--- config.mk ---
export PLATFORM = sky130hd
export DESIGN_NAME = line_sequencer_flat
export DESIGN_NICKNAME = d
export VERILOG_FILES = /design/src/rtl/line_sequencer_if.sv /design/src/rtl/line_sequencer.sv /design/src/flat_wrapper.sv
export SDC_FILE = /design/constraint.sdc
export NUM_CORES = 1
export LEC_CHECK = 0
export CAP_MARGIN = 20
export CORE_UTILIZATION = 60
export DETAILED_ROUTE_END_ITERATION = 8
export GPL_TIMING_DRIVEN = 0
export PLACE_DENSITY_LB_ADDON = 0.2
export SETUP_SLACK_MARGIN = 0.3
export SLEW_MARGIN = 5
export SYNTH_ARGS = -nofsm -noshare
export SYNTH_HDL_FRONTEND = slang
export SYNTH_SLANG_ARGS = --single-unit
--- constraint.sdc ---
create_clock -name clk -period 9.7 [get_ports clk]
set_input_delay 0.97 -clock clk [delete_from_list [all_inputs] [get_ports clk]]
set_output_delay 0.97 -clock clk [all_outputs]
set_load 0.01 [all_outputs]
--- src/rtl/line_sequencer_if.sv ---
// Command/table/drawer signal bundle for line_sequencer.
// master = the sequencer, slave = the controlling top level plus the drawer.
interface line_sequencer_if #(
    parameter int N_SEG = 8,
    parameter int AW    = $clog2(N_SEG)
);
    logic          start;
    logic          erase;
    logic [AW:0]   n_active;
    logic          tbl_we;
    logic [AW-1:0] tbl_addr;
    logic [10:0]   tbl_x0, tbl_y0, tbl_x1, tbl_y1;
    logic          ld_reset;
    logic [10:0]   ld_x0, ld_y0, ld_x1, ld_y1;
    logic          ld_done;
    logic          color;
    logic          busy;
    logic          pass_done;
    logic          timeout_err;

    modport master (
        input  start, erase, n_active,
        input  tbl_we, tbl_addr, tbl_x0, tbl_y0, tbl_x1, tbl_y1,
        input  ld_done,
        output ld_reset, ld_x0, ld_y0, ld_x1, ld_y1,
        output color, busy, pass_done, timeout_err
    );

    modport slave (
        output start, erase, n_active,
        output tbl_we, tbl_addr, tbl_x0, tbl_y0, tbl_x1, tbl_y1,
        output ld_done,
        input  ld_reset, ld_x0, ld_y0, ld_x1, ld_y1,
        input  color, busy, pass_done, timeout_err
    );
endinterface

--- src/rtl/line_sequencer.sv ---
// Walks a register table of line segments, kicking line_drawer once per
// segment and waiting for its done edge (or a timeout) before moving on.
module line_sequencer #(
    parameter int N_SEG   = 8,
    parameter int TIMEOUT = 4096
) (
    input  logic             clk,
    input  logic             reset,
    line_sequencer_if.master bus
);
    localparam int          AW       = $clog2(N_SEG);
    localparam logic [12:0] CNT_LAST = 13'(TIMEOUT - 1);
    localparam logic [AW:0] N_MAX    = (AW+1)'(N_SEG);

    typedef struct packed {
        logic [10:0] x0;
        logic [10:0] y0;
        logic [10:0] x1;
        logic [10:0] y1;
    } seg_t;

    typedef enum logic [2:0] {
        S_IDLE,
        S_LOAD,
        S_KICK,
        S_WAIT,
        S_NEXT,
        S_FINISH
    } state_t;

    state_t        state_q, state_d;
    logic [AW-1:0] idx_q, idx_d;
    logic [AW:0]   n_q, n_d;
    logic [12:0]   cnt_q, cnt_d;
    logic          done_q;
    logic          color_q, color_d;
    logic          terr_q, terr_d;
    logic          ld_reset_q, ld_reset_d;
    logic          busy_q, busy_d;
    logic          pd_q, pd_d;
    seg_t          seg_q, seg_d;
    seg_t          tbl_q [N_SEG];

    logic          done_rise;
    logic [AW:0]   n_clamp;
    logic          last_seg;

    assign done_rise = bus.ld_done & ~done_q;
    assign n_clamp   = (bus.n_active > N_MAX) ? N_MAX : bus.n_active;
    assign last_seg  = ({1'b0, idx_q} == (n_q - (AW+1)'(1)));

    // Table writes are only honoured while idle so a running pass sees a frozen table.
    always_ff @(posedge clk) begin
        if (reset) begin
            for (int i = 0; i < N_SEG; i++) tbl_q[i] <= '0;
        end else if (bus.tbl_we && state_q == S_IDLE) begin
            tbl_q[bus.tbl_addr] <= {bus.tbl_x0, bus.tbl_y0, bus.tbl_x1, bus.tbl_y1};
        end
    end

    always_ff @(posedge clk) begin
        if (reset) begin
            state_q    <= S_IDLE;
            idx_q      <= '0;
            n_q        <= '0;
            cnt_q      <= '0;
            done_q     <= 1'b0;
            color_q    <= 1'b1;
            terr_q     <= 1'b0;
            ld_reset_q <= 1'b0;
            busy_q     <= 1'b0;
            pd_q       <= 1'b0;
            seg_q      <= '0;
        end else begin
            state_q    <= state_d;
            idx_q      <= idx_d;
            n_q        <= n_d;
            cnt_q      <= cnt_d;
            done_q     <= bus.ld_done;
            color_q    <= color_d;
            terr_q     <= terr_d;
            ld_reset_q <= ld_reset_d;
            busy_q     <= busy_d;
            pd_q       <= pd_d;
            seg_q      <= seg_d;
        end
    end

    always_comb begin
        state_d = state_q;
        idx_d   = idx_q;
        n_d     = n_q;
        cnt_d   = cnt_q;
        color_d = color_q;
        terr_d  = terr_q;
        seg_d   = seg_q;

        case (state_q)
            S_IDLE: begin
                if (bus.start) begin
                    n_d     = n_clamp;
                    idx_d   = '0;
                    color_d = ~bus.erase;
                    terr_d  = 1'b0;
                    state_d = (n_clamp == '0) ? S_FINISH : S_LOAD;
                end
            end
            S_LOAD: begin
                seg_d   = tbl_q[idx_q];
                state_d = S_KICK;
            end
            S_KICK: begin
                cnt_d   = '0;
                state_d = S_WAIT;
            end
            S_WAIT: begin
                cnt_d = (cnt_q != '1) ? cnt_q + 13'd1 : cnt_q;
                // A level already high on entry is ignored; only a fresh edge counts.
                if (done_rise) begin
                    state_d = S_NEXT;
                end else if (cnt_q == CNT_LAST) begin
                    state_d = S_NEXT;
                    terr_d  = 1'b1;
                end
            end
            S_NEXT: begin
                if (last_seg) begin
                    state_d = S_FINISH;
                end else begin
                    idx_d   = idx_q + AW'(1);
                    state_d = S_LOAD;
                end
            end
            S_FINISH: state_d = S_IDLE;
            default:  state_d = S_IDLE;
        endcase
    end

    // Strobes are registered from the next state so they line up with it.
    assign ld_reset_d = (state_d == S_KICK);
    assign busy_d     = (state_d != S_IDLE);
    assign pd_d       = (state_d == S_FINISH);

    assign bus.ld_reset    = ld_reset_q;
    assign bus.ld_x0       = seg_q.x0;
    assign bus.ld_y0       = seg_q.y0;
    assign bus.ld_x1       = seg_q.x1;
    assign bus.ld_y1       = seg_q.y1;
    assign bus.color       = color_q;
    assign bus.busy        = busy_q;
    assign bus.pass_done   = pd_q;
    assign bus.timeout_err = terr_q;
endmodule
--- src/flat_wrapper.sv ---
// flat-port wrapper written by rule: the top's interface ports become plain ports
module line_sequencer_flat 
#(
    parameter int N_SEG   = 8,
    parameter int TIMEOUT = 4096
)
  (clk, reset, bus_start, bus_erase, bus_n_active, bus_tbl_we, bus_tbl_addr, bus_tbl_x0, bus_tbl_y0, bus_tbl_x1, bus_tbl_y1, bus_ld_done, bus_ld_reset, bus_ld_x0, bus_ld_y0, bus_ld_x1, bus_ld_y1, bus_color, bus_busy, bus_pass_done, bus_timeout_err);
  line_sequencer_if #(.N_SEG(N_SEG)) bus_i ();
  input  logic clk;
  input  logic reset;
  input wire logic [$bits(bus_i.start)-1:0] bus_start;
  input wire logic [$bits(bus_i.erase)-1:0] bus_erase;
  input wire logic [$bits(bus_i.n_active)-1:0] bus_n_active;
  input wire logic [$bits(bus_i.tbl_we)-1:0] bus_tbl_we;
  input wire logic [$bits(bus_i.tbl_addr)-1:0] bus_tbl_addr;
  input wire logic [$bits(bus_i.tbl_x0)-1:0] bus_tbl_x0;
  input wire logic [$bits(bus_i.tbl_y0)-1:0] bus_tbl_y0;
  input wire logic [$bits(bus_i.tbl_x1)-1:0] bus_tbl_x1;
  input wire logic [$bits(bus_i.tbl_y1)-1:0] bus_tbl_y1;
  input wire logic [$bits(bus_i.ld_done)-1:0] bus_ld_done;
  output wire logic [$bits(bus_i.ld_reset)-1:0] bus_ld_reset;
  output wire logic [$bits(bus_i.ld_x0)-1:0] bus_ld_x0;
  output wire logic [$bits(bus_i.ld_y0)-1:0] bus_ld_y0;
  output wire logic [$bits(bus_i.ld_x1)-1:0] bus_ld_x1;
  output wire logic [$bits(bus_i.ld_y1)-1:0] bus_ld_y1;
  output wire logic [$bits(bus_i.color)-1:0] bus_color;
  output wire logic [$bits(bus_i.busy)-1:0] bus_busy;
  output wire logic [$bits(bus_i.pass_done)-1:0] bus_pass_done;
  output wire logic [$bits(bus_i.timeout_err)-1:0] bus_timeout_err;
  assign bus_i.start = bus_start;
  assign bus_i.erase = bus_erase;
  assign bus_i.n_active = bus_n_active;
  assign bus_i.tbl_we = bus_tbl_we;
  assign bus_i.tbl_addr = bus_tbl_addr;
  assign bus_i.tbl_x0 = bus_tbl_x0;
  assign bus_i.tbl_y0 = bus_tbl_y0;
  assign bus_i.tbl_x1 = bus_tbl_x1;
  assign bus_i.tbl_y1 = bus_tbl_y1;
  assign bus_i.ld_done = bus_ld_done;
  assign bus_ld_reset = bus_i.ld_reset;
  assign bus_ld_x0 = bus_i.ld_x0;
  assign bus_ld_y0 = bus_i.ld_y0;
  assign bus_ld_x1 = bus_i.ld_x1;
  assign bus_ld_y1 = bus_i.ld_y1;
  assign bus_color = bus_i.color;
  assign bus_busy = bus_i.busy;
  assign bus_pass_done = bus_i.pass_done;
  assign bus_timeout_err = bus_i.timeout_err;
  line_sequencer #(.N_SEG(N_SEG), .TIMEOUT(TIMEOUT)) u_core (.clk(clk), .reset(reset), .bus(bus_i));
endmodule
After elaboration in Yosys (flattened, before gate mapping)

Memory sizes are Yosys's and may differ from the RTL's. A register that Yosys moved wholly into a read port is not among the register bits.
Cells that the tools add are included.

Bits in registers: 29
Bits in writable memories: 352
Input port bits: 57
Output and inout bits: 49
Memories: 1

Memories:

| name         | words | width | rd ports | clocked after memory_dff | wr ports | RTL line             | text |
|---|---|---|---|---|---|---|---|
| u_core.tbl_q | 8     | 44    | 1        | 1                        | 8        | line_sequencer.sv:42 | `seg_t tbl_q [N_SEG];` |

$add $sub $neg: 3
Magnitude comparators: 1
Equal/unequal tests: 14
Multiplexer cells: 24
Bitwise logic cells: 3
Reductions and logical operators: 12

Operator list:

| operator              | count |
|---|---|
| $mux 44               | 1 |
| $reduce_or 44->1      | 1 |
| $pmux 13 s2           | 1 |
| $mux 3                | 8 |
| $pmux 3 s5            | 1 |
| $add 13x1->13 const B | 1 |
| $eq 13x12->1 const B  | 1 |
| $mux 13               | 1 |
| $ne 13x13->1 const B  | 1 |
| $eq 3x2->1 const B    | 3 |
| $mux 1                | 9 |
| $eq 3x3->1 const B    | 2 |
| $ne 2x2->1 const B    | 3 |
| $pmux 3 s2            | 1 |
| $reduce_bool 2->1     | 3 |
| $eq 3x4->1            | 1 |
| $gt 4x4->1 const B    | 1 |
| $logic_not 4->1       | 1 |
| $mux 4                | 1 |
| $ne 2x1->1 const B    | 2 |
| $reduce_and 2->1      | 2 |
| $reduce_and 4->1      | 1 |
| $sub 4x1->4 const B   | 1 |
| $add 3x1->3 const B   | 1 |
| other kinds (8)       | 9 |

Longest topological paths before layout

Depth after elaboration: 7
Mapped depth: 6
Depth with buffers taken out: 6

Least setup slack after synthesis

No wires, ideal clock.

Kind: in2reg
Start: input reset
End: memory u_core.tbl_q[3][0] (netlist name), enable pin
Setup time: 506 ps
Arrival: 4,486 ps
Data required time: 9,194 ps
Slack: 4,708 ps
Stages on the path: 3
Buffers on the path: 0
Cells stage by stage: inv_1 -> nand4_2 -> o21ai_0

RTL lines:

| element         | RTL line             | text |
|---|---|---|
| start, declared | flat_wrapper.sv:10   | `input logic reset;` |
| end, declared   | line_sequencer.sv:42 |  |

==> results.md <==
| Metric | Value |
|---|---|
| Clock buffer depth | 3 |
| Max-capacitance violation count | 0 |
| Initial standard-cell utilization of the core | 61.7% |
| Dominant cell by count in the synthesized netlist | and2_1 |
| Most frequent cells after synthesis | and2_1 (353), edfxtp_1 (352), mux4_2 (88) |
| Net switching share of the total power | 24.1% |
| Post-synthesis cell type with the largest combined area | edfxtp_1 |
| Source-to-sink clock delay at the later pin of the worst-skew pair | 0.54 ns |
| Drt initial violations | 1162 |
| Slew at the pin with the worst max-slew slack | 1.01 ns |
| Number of antenna violations at the first check in global routing | 3 |
| Source of the worst register-to-register timing path | u_core.state_q[1]$_SDFF_PP0_ |
| Met3 routed WL | 3960 um |
| Clock power share | 36.1% |
| Routed length on met1 | 17700 um |
| Via count of the first global-routing pass | 11243 |
| Number of pins with negative max-slew slack in the final report | 0 |
| Area taken by multi-input logic gates | 6130 sq um |
| Synthesized net count | 1304 |
| Distinct cell type count after synthesis | 53 |
| Top layer used by detailed routing | met5 |
| Unrepaired setup endpoints after global routing | no |
| Launching instance or port of the critical path | reset |
| Number of enable flip-flop cells after synthesis | 352 |
| Warning count from the yosys run | 0 |
| Maximum ir drop on the vdd rail | 189 uV |
| Maximum operating frequency | 286 MHz |
| Most used flip-flop cell after synthesis | edfxtp_1 |
| Die W | 177 um |
| Number of nets with antenna violations after detailed routing | 0 |
| Post-synthesis average cell area | 14.9 sq um |
| Worst reg2reg setup slack | 6.55 ns |
| Crit end category | register |
| Gp weighted congestion | 0.852 |
| Filler cell count in the final layout | 1928 |
| Setup clock skew after layout | 0.0168 ns |
| Worst hold path cell count | 2 |
| CTS clock-pin slew for the worst setup and hold paths | 0.06 ns |
| Cells after Synth | 1244 |
| Total clock buffers created by CTS | 42 |
| Cts-stage hold buffer count | 0 |
| Cell Rows | 63 |
| Share of async-settable or async-resettable flops after synthesis | 0% |
| Post-Synthesis Cell Area | 18500 sq um |
| Non-filler cells in the finished layout | 1832 |
| Area fraction of the dominant cell type after synthesis | 57.2% |
| Routed length on met2 | 21400 um |
| Max FO, Critical Path | 26 |
| Final Hold Violating Endpoints | 0 |
| Crit Path Class | in -> reg |
| Result of the run | completed |
| Worst slew margin | 31.4% |
| Internal power | 3.24 mW |
| Placeable core area | 30000 sq um |
| Combinational share of power | 13.1% |
| Final Cell Area | 21800 sq um |
| Final Cycle Share | 36.1% |
| Number of remaining DRC errors | 0 |
| Via density per instance | 6.10 |
| Drt total wl | 44400 um |
| Type of the worst min-delay path | reg -> reg |
| Total setup buffers inserted after CTS | 0 |
| Buffers added on ports | 105 |
| Vias | 11177 |
| Depth of the CTS H-tree | 2 |
| Setup WS pre-CTS | 5.74 ns |
| Proportion of power drawn by flip-flops and latches | 50.8% |
| Layout overhead on the synthesized area | 17.8% |
| Data required time at the worst endpoint | 9.92 ns |
| Global-route wire length before repair | 66700 um |
| Fraction of final layout cells with drive strength greater than 1 | 14.4% |
| Worst setup SP type | input port |
| Post-synthesis register bit count | 425 |
| TritonCTS clock tree | built |
| Shortest clock period the worst path allows after layout | 3.50 ns |
| Worst R2R End | u_core.tbl_q[1][36]$_SDFFCE_PN0P_ |
| Y dimension of the die | 177 um |
| Num ports | 106 |
| Worst min-delay path startpoint | u_core.n_q[2]$_SDFFE_PP0P_ |
| Largest net degree at the start of global routing | 27 |
| Depth of the most critical reg-to-reg path | 6 |
| Setup tns final | 0 ns |
| Final-report setup violation count | 0 |
| Die Area | 31500 sq um |
| P per Cell Area | 196 nW/um^2 |
| Post-detailed-placement cell area | 20500 sq um |
| Router iterations before antenna repair | 5 |
| Overall fraction of global-route tracks in use | 29.1% |
| Leakage | 7.68 nW |
| Wirelength per Cell | 24.3 um |
| Sequential area share after synthesis | 65.1% |
| Clock root buffer | clkbuf_16 |
| Switch Pwr | 1.03 mW |
| Hold worst-path end | u_core.n_q[2]$_SDFFE_PP0P_ |
| Final global-route overflow total | 0 |
| Detailed placement HPWL | 27700 um |
| Final worst-path setup slack | 6.20 ns |
| Placed instance count | 1754 |
| Data arrival time at the worst-slack endpoint | 3.72 ns |
| Cells taking the most area after synthesis | edfxtp_1 (57%), and2_1 (12%), mux4_2 (11%) |
| Storage cell area | 12000 sq um |
| Quantity of gates resized following cts | 0 |
| Smallest hold slack | 0.485 ns |
| Num Clock Sinks | 425 |
| Fin nets | 1468 |
[area by class of cell]
cell class	instances	area share, %
inverters	10	0.172
repair buffers	120	6.62
multi-input cells	727	28.2
clock inverters	14	0.299
flip-flops and latches	425	55.2
plain buffers	82	1.57
diodes	1	0.0115
clock buffers	63	5.67
well taps	390	2.24
[sequential cells by signal, indices dropped and copies added (netlist names), 3 cells and up]
signal,count
u_core.bus.ld_y1,11
u_core.tbl_q,352
u_core.bus.ld_y0,11
u_core.bus.ld_x0,11
u_core.bus.ld_x1,11
u_core.cnt_q,13
u_core.state_q,3
u_core.idx_q,3
u_core.n_q,4
[stage by stage]
stage	power (mW)	util (%)
2_1_floorplan	2.46	-
3_3_place_gp	2.73	66.8
5_1_grt	4.40	72.7
6_report	4.27	72.7
4_1_cts	4.28	72.7
3_5_place_dp	2.76	68.4
[how the worst max path moves through the flow]
| stage | to | slack, ns | cells past startpoint |
|---|---|---|---|
| finish | u_core.tbl_q[1][36]$_SDFFCE_PN0P_ | 6.20 | 6 |
| global route | u_core.tbl_q[1][39]$_SDFFCE_PN0P_ | 6.09 | 6 |
| CTS | u_core.tbl_q[0][20]$_SDFFCE_PN0P_ | 6.24 | 6 |
| detailed placement | u_core.tbl_q[0][15]$_SDFFCE_PN0P_ | 5.74 | 6 |
| global placement | u_core.tbl_q[5][33]$_SDFFCE_PN0P_ | 0.74 | 4 |
| floorplan | u_core.tbl_q[3][0]$_SDFFCE_PN0P_ | 4.71 | 3 |
[power by group through the flow]
stage               combinational [mW]  sequential, mW  clock, mW
detailed placement               0.555            2.21          0
finish                           0.559            2.17       1.54
global placement                 0.515            2.22          0
global route                     0.598            2.18       1.62
floorplan                        0.238            2.23          0
CTS                              0.559            2.17       1.55
[placed cells by master (no fill, tap or decap), drive strengths merged, types with 4 or more instances in the layout]
cell           instances
nor2b                  4
o31ai                  6
a21oi                 65
clkbuf               113
and2                 353
inv                   10
clkinv                13
nand3                 10
or2                    4
dfxtp                 73
mux4                  88
nor2                  14
nand2                 14
mux2i                 47
or4                    9
buf                   47
nand2b                 4
nor3                   8
edfxtp               352
clkdlybuf4s50        105
o21ai                 55
nand3b                 5
[kinds of logic after synthesis]
| kind of cell | after synthesis | share of synthesized area, % |
|---|---|---|
| and+or+nand+nor | 443 | 15.0 |
| DFF | 425 | 65.1 |
| AOI/OAI and AO/OA | 142 | 4.21 |
| muxes | 135 | 13.3 |
| buffers and inverters | 92 | 2.06 |
| xor gates and xnor gates | 4 | 0.190 |
| adders and majority gates | 3 | 0.203 |
[worst max-delay path, cell delays in order]
cell and delay (ns):
clkdlybuf4s50_1 0.49, inv_1 0.23, nand4_2 0.37, nor3_2 0.67, or2_2 0.66, buf_12 0.30
[metal layers]
layer	GRT usage, %	vias up
li1	-	4961
met1	39.0	5575
met2	47.1	541
met3	6.32	98
met4	10.5	2
met5	0	-
Note: power is estimated with default switching activity, not from simulation.
==> variant 1: new RTL, same settings <==
`n_q` no longer has a reset.
--- a/src/rtl/line_sequencer.sv
+++ b/src/rtl/line_sequencer.sv
@@ -62,7 +62,6 @@
         if (reset) begin
             state_q    <= S_IDLE;
             idx_q      <= '0;
-            n_q        <= '0;
             cnt_q      <= '0;
             done_q     <= 1'b0;
             color_q    <= 1'b1;
@@ -74,7 +73,6 @@
         end else begin
             state_q    <= state_d;
             idx_q      <= idx_d;
-            n_q        <= n_d;
             cnt_q      <= cnt_d;
             done_q     <= bus.ld_done;
             color_q    <= color_d;
@@ -84,6 +82,10 @@
             pd_q       <= pd_d;
             seg_q      <= seg_d;
         end
+    end
+
+    always_ff @(posedge clk) begin
+        n_q <= n_d;
     end
 
     always_comb begin
Function: no difference found for any inputs over 4 cycles, from zero or initial values and one cycle with reset high; that may be too few to reach the edited logic, so the function may still have changed.
==> variant 1 against the unedited design <==
- routed wire length shrank 5.3%
- via count down 4.5%
- maximum frequency up 3.8%
- sequential cell count unchanged
- power down 6.9%
- final area shrank 1.9%
- combinational power decreased by 46%
- worst setup slack improved by 0.13 ns
- non-clock buffer count shrank 16
- synthesized area shrank 0.24%
- critical endpoint is now u_core.tbl_q[1][37]$_SDFFCE_PN0P_
- largest power group unchanged
==> variant 1: results (changes against the unedited design) <==
Worst setup path
  • Critical Path Max Stage Delay: 0.73 ns (+0.06 ns)
  • Register-to-register setup slack: 6.72 ns (+0.17 ns)
  • CP max-delay cell: or2_2
  • CP arrival: 3.60 ns (-0.12 ns)
  • Maximum fanout along the worst path: 23 (-12%)

Global route
  • Global routing usage on met2: 47.15% (+0.049 points)
  • Largest net degree at the start of global routing: 45 (+67%)
  • First-pass GRT wire length: 64160 um (-3.8%)
  • Met3 Resource Use GR: 5.348% (-0.97 points)
  • Met1 Use GR: 37.04% (-2.0 points)
  • Total track usage: 27.93% (-1.2 points)
  • Antenna violations before repair: 2 (-1)

CTS
  • Post-CTS Setup Bufs: 0 (unchanged)
  • TritonCTS Buffers: 44 (+4.8%)
  • Resized cells post-CTS: 0 (unchanged)

Placement
  • IO Port Bufs: 105 (unchanged)
  • Final HPWL DP: 25540 um (-8.0%)
  • Gpl congestion: 0.8551 (+0.35%)

Synthesis
  • Ranking of synthesized cells by area: edfxtp_1, and2_1, mux4_2, dfxtp_1, mux2i_1
  • Net Count, Synth: 1276 (-2.1%)
  • Post-synth EDFFs: 356 (+1.1%)
  • Sequential fraction of the synthesis area: 65.49% (+0.38 points)
  • Commonest cells in the netlist: and2_1, edfxtp_1, mux4_2, dfxtp_1, nor2_1

Status
  • Status: finished, final reports clean

Power and ir drop
  • Maximum VDD drop: 0.1271 mV (-33%)
  • Leak: 0.007435 uW (-3.2%)

Route
  • Post-Route WL: 42070 um (-5.3%)
  • Vias: 10680 (-4.5%)
  • 1st-iter DRT viols: 1049 (-9.7%)

Cells and area
  • Share of cells above drive strength 1: 12.60% (-1.8 points)
  • # nets final: 1431 (-2.5%)

Timing
  • Worst hold slack: 0.4875 ns (+0.002498 ns)
  • Clk_skew: 0.01275 ns (-0.004042 ns)
  • Worst slew pin tran: 0.9541 ns (-0.06083 ns)
[variant 1: per-layer routing]
metal	wire (um)	up-vias
met2	21000	419
met3	3218	75
met5	0	-
met4	973	0
met1	16880	5364
li1	-	4817
[variant 1: final cells by class]
type	count	area, sq um
flip-flops and latches	425	12070
fillers	1938	8581
multi-input cells	710	6021
clock buffers	72	1247
repair buffers	109	1131
well taps	390	488.0
plain buffers	77	336.6
clock inverters	8	57.56
inverters	4	15.01
diodes	2	5.005
[variant 1: worst max-delay path: cells and delay by family]
family        cells  cell delay (ns)
simple gates      3             1.83
buf+inv           2             0.77
[variant 1: kinds of logic (layout without fill, tap and decap cells)]
logic type | after synthesis | after routing | share of synthesized area [%]
AND/OR/NAND/NOR | 484 | 484 | 15.72
flip-flops | 425 | 425 | 65.49
multiplexers | 132 | 132 | 13.14
AO/OA/AOI/OAI | 83 | 83 | 3.163
buffers and inverters | 81 | 270 | 1.907
XOR/XNOR | 8 | 8 | 0.3801
adder cells (fa/ha/maj) | 3 | 3 | 0.2036
other | 0 | 2 | 0
[variant 1: power breakdown]
group	switching [uW]	internal (uW)
logic	168	132
clock network	671	900
registers	34.1	2070
[variant 1: path summary, 6_finish.rpt]
path | start | endpoint | cells past startpoint
worst max-delay path | reset | u_core.tbl_q[1][37]$_SDFFCE_PN0P_ | 5
worst min-delay path | u_core.bus.color$_SDFFE_PP1P_ | u_core.bus.color$_SDFFE_PP1P_ | 1
worst max register to register | u_core.state_q[2]$_SDFF_PP0_ | u_core.tbl_q[1][37]$_SDFFCE_PN0P_ | 5
worst min register to register | u_core.bus.color$_SDFFE_PP1P_ | u_core.bus.color$_SDFFE_PP1P_ | 1
[variant 1: metrics by stage]
step | area, sq um | cells | setup slack, ns | utilization (%) | total power, uW
after global routing | 21370 | 1796 | 6.161 | 71.35 | 4086
after floorplan | 18430 | 1216 | 7.125 | - | 2281
after detailed placement | 20060 | 1715 | 5.844 | 66.98 | 2443
after CTS | 21370 | 1795 | 6.404 | 71.34 | 3992
after global placement | 19970 | 1711 | 5.546 | 66.68 | 2429
final | 21370 | 1797 | 6.329 | 71.35 | 3976
==> variant 2: new RTL, config.mk and constraints unchanged <==
Without the edit above. `N_SEG` is set to 8 in 3 places; all go to 4.
--- a/src/rtl/line_sequencer_if.sv
+++ b/src/rtl/line_sequencer_if.sv
@@ -1,7 +1,7 @@
 // Command/table/drawer signal bundle for line_sequencer.
 // master = the sequencer, slave = the controlling top level plus the drawer.
 interface line_sequencer_if #(
-    parameter int N_SEG = 8,
+    parameter int N_SEG = 4,
     parameter int AW    = $clog2(N_SEG)
 );
     logic          start;
--- a/src/rtl/line_sequencer.sv
+++ b/src/rtl/line_sequencer.sv
@@ -1,7 +1,7 @@
 // Walks a register table of line segments, kicking line_drawer once per
 // segment and waiting for its done edge (or a timeout) before moving on.
 module line_sequencer #(
-    parameter int N_SEG   = 8,
+    parameter int N_SEG   = 4,
     parameter int TIMEOUT = 4096
 ) (
     input  logic             clk,
--- a/src/flat_wrapper.sv
+++ b/src/flat_wrapper.sv
@@ -1,7 +1,7 @@
 // flat-port wrapper written by rule: the top's interface ports become plain ports
 module line_sequencer_flat 
 #(
-    parameter int N_SEG   = 8,
+    parameter int N_SEG   = 4,
     parameter int TIMEOUT = 4096
 )
   (clk, reset, bus_start, bus_erase, bus_n_active, bus_tbl_we, bus_tbl_addr, bus_tbl_x0, bus_tbl_y0, bus_tbl_x1, bus_tbl_y1, bus_ld_done, bus_ld_reset, bus_ld_x0, bus_ld_y0, bus_ld_x1, bus_ld_y1, bus_color, bus_busy, bus_pass_done, bus_timeout_err);
Ports: changed (resized bus_n_active and bus_tbl_addr); port bits go from 106 to 104. No check against the original RTL was run, so the function may have changed too.
==> variant 2 against the unedited design <==
- sequential cell count shrank 178
- worst setup slack gained 0.19 ns
- clock skew shrank 0.0079 ns
- hold slack lost 0.032 ns
- critical path depth is the same
- die area shrank 43%
- power shrank 44%
- routed wire length shrank 47%
- final area shrank 42%
- register-to-register slack gained 0.34 ns
- synthesized area shrank 44%
- largest power group unchanged
==> variant 2: results (changes against the unedited design) <==
Synthesis
  • Net Count, Synth: 839 (-36%)
  • YS warnings: 0 (unchanged)
  • Top-area cell type share of the netlist area: 50.86% (-6.3 points)
  • Avg Inst Size Synth: 13.29 sq um (-11%)
  • Post-synth EDFFs: 176 (-50%)
  • Ys flop type: edfxtp_1
  • Ranking of synthesized cells by area: edfxtp_1, dfxtp_1, and2_1, mux4_2, nand2_1
  • Cell variety after synth: 46 (-13%)
  • Async SR Flop Fraction: 0% (unchanged)
  • Commonest cells in the netlist: and2_1, edfxtp_1, nand2_1, dfxtp_1, a21oi_1
  • Sequential fraction of the synthesis area: 64.54% (-0.57 points)

Placement
  • IO Port Bufs: 102 (-2.9%)
  • Inst Count DP: 1106 (-37%)
  • Final HPWL DP: 15090 um (-46%)
  • Gpl congestion: 0.8468 (-0.62%)
  • DP Area: 0.01175 sq mm (-43%)

CTS
  • Worst-path clk slew: 0.06 ns (about the same)
  • Htree depth: 1 (-1)
  • CTS Root Cell: clkbuf_16
  • Clock latency at the later pin of the worst-skew pair: 0.52 ns (-0.02 ns)
  • TritonCTS Buffers: 26 (-38%)
  • Post-CTS Setup Bufs: 0 (unchanged)
  • Resized cells post-CTS: 0 (unchanged)
  • CTS Buffer Depth: 3 (unchanged)

Route
  • Vias: 6660 (-40%)
  • First-pass detailed-route iteration total: 6 (+1)
  • WL per Instance: 20.41 um (-16%)
  • 1st-iter DRT viols: 461 (-60%)
  • Via density: 5.771 (-5.4%)

Power and ir drop
  • Maximum VDD drop: 0.1380 mV (-27%)
  • Pint: 1852 uW (-43%)
  • Leak: 0.004459 uW (-42%)

Global route
  • Met1 Use GR: 33.95% (-5.1 points)
  • Total track usage: 27.52% (-1.6 points)
  • Vias in the first global route: 7083 (-37%)
  • Antenna violations before repair: 0 (-3)
  • Met3 Resource Use GR: 3.919% (-2.4 points)
  • Global routing usage on met2: 49.51% (+2.4 points)
  • Top Usage Layer GRT: met2
  • First-pass GRT wire length: 37130 um (-44%)
  • Largest net degree at the start of global routing: 45 (+67%)

Worst setup path
  • CP delay by family, top: simple AND/OR/NAND/NOR gates
  • Maximum fanout along the worst path: 30 (+15%)
  • Critical Path Max Stage Delay: 0.55 ns (-0.12 ns)
  • CP arrival: 3.52 ns (-0.20 ns)
  • CP max-delay cell: nor3_2

Cells and area
  • Largest regs: u_core.tbl_q x176, u_core.cnt_q x13
  • Filler cells: 1076 (-44%)
  • Share of cells above drive strength 1: 11.46% (-2.9 points)
  • Antenna diode count: 0 (-1)
  • # nets final: 971 (-34%)

Status
  • Status: finished, final reports clean

Timing
  • Clk_skew: 0.008871 ns (-0.007924 ns)
  • Worst slew pin tran: 0.7783 ns (-0.2367 ns)

Min path
  • Hold Path Class: reg -> reg
## variant 2: changes by cell type after synthesis, sizes merged, moves of 44 or more
| cell | change |
|---|---|
| o21ai | -54 |
| and2 | -174 |
| edfxtp | -176 |
| nand2 | +82 |
| mux4 | -44 |
| mux2i | -44 |
## variant 2: metal layers
| metal | vias to the layer above | share of wire (%) |
|---|---|---|
| met4 | 0 | 2.6 |
| li1 | 3051 | - |
| met5 | - | 0 |
| met1 | 3311 | 39 |
| met2 | 250 | 52 |
| met3 | 48 | 5.7 |
## variant 2: power by group through the flow
stage / registers [uW] / logic (uW) / clock network, uW
floorplan: 1240 / 112 / 0
global placement: 1240 / 214 / 0
detailed placement: 1240 / 223 / 0
CTS: 1220 / 225 / 963
global route: 1220 / 242 / 1010
finish: 1220 / 225 / 955
## variant 2: layout make-up
| cell class | count | area [sq um] | area share (%) |
|---|---|---|---|
| sequential | 247 | 6706 | 53.35 |
| multi-input combinational | 478 | 3467 | 27.58 |
| timing repair buffer | 104 | 1061 | 8.440 |
| clock buffer | 36 | 739.5 | 5.882 |
| tap | 220 | 275.3 | 2.190 |
| buffer | 52 | 216.5 | 1.722 |
| clock inverter | 12 | 86.33 | 0.6868 |
| inverter | 5 | 18.77 | 0.1493 |
## variant 2: path summary, 6_finish.rpt
path                            slack (ns)                             start                           endpoint  cells after the start
worst min-delay path                  0.45  u_core.bus.ld_x0[1]$_SDFFE_PP0P_   u_core.bus.ld_x0[1]$_SDFFE_PP0P_                      2
worst max register to register        6.89      u_core.state_q[0]$_SDFF_PP0_  u_core.tbl_q[0][25]$_SDFFCE_PN0P_                      5
worst min register to register        0.45  u_core.bus.ld_x0[1]$_SDFFE_PP0P_   u_core.bus.ld_x0[1]$_SDFFE_PP0P_                      2
worst max-delay path                  6.39                        bus_tbl_we  u_core.tbl_q[0][25]$_SDFFCE_PN0P_                      6
## variant 2: worst min-delay path: cells and delay by family, from the launching register on
kind	cells	cell delay (ns)
flops	1	0.31
compound gates	1	0.05
simple gates	1	0.05
## variant 2: cell families (layout without fill, tap and decap cells)
| logic type | Yosys count | in the layout | synth area share [%] |
|---|---|---|---|
| xor+xnor | 13 | 13 | 1.096 |
| simple gates | 345 | 345 | 18.10 |
| fa+ha+maj | 2 | 2 | 0.2408 |
| compound gates | 70 | 70 | 3.829 |
| buf+inv | 57 | 209 | 2.264 |
| flops | 247 | 247 | 64.54 |
| mux | 48 | 48 | 9.934 |
## variant 2: per-stage QoR
step                      setup WS, ns  total power, uW
after floorplan                  7.000             1352
after global placement           5.726             1450
after detailed placement         5.885             1464
after CTS                        6.367             2408
after global routing             6.279             2473
final                            6.390             2399
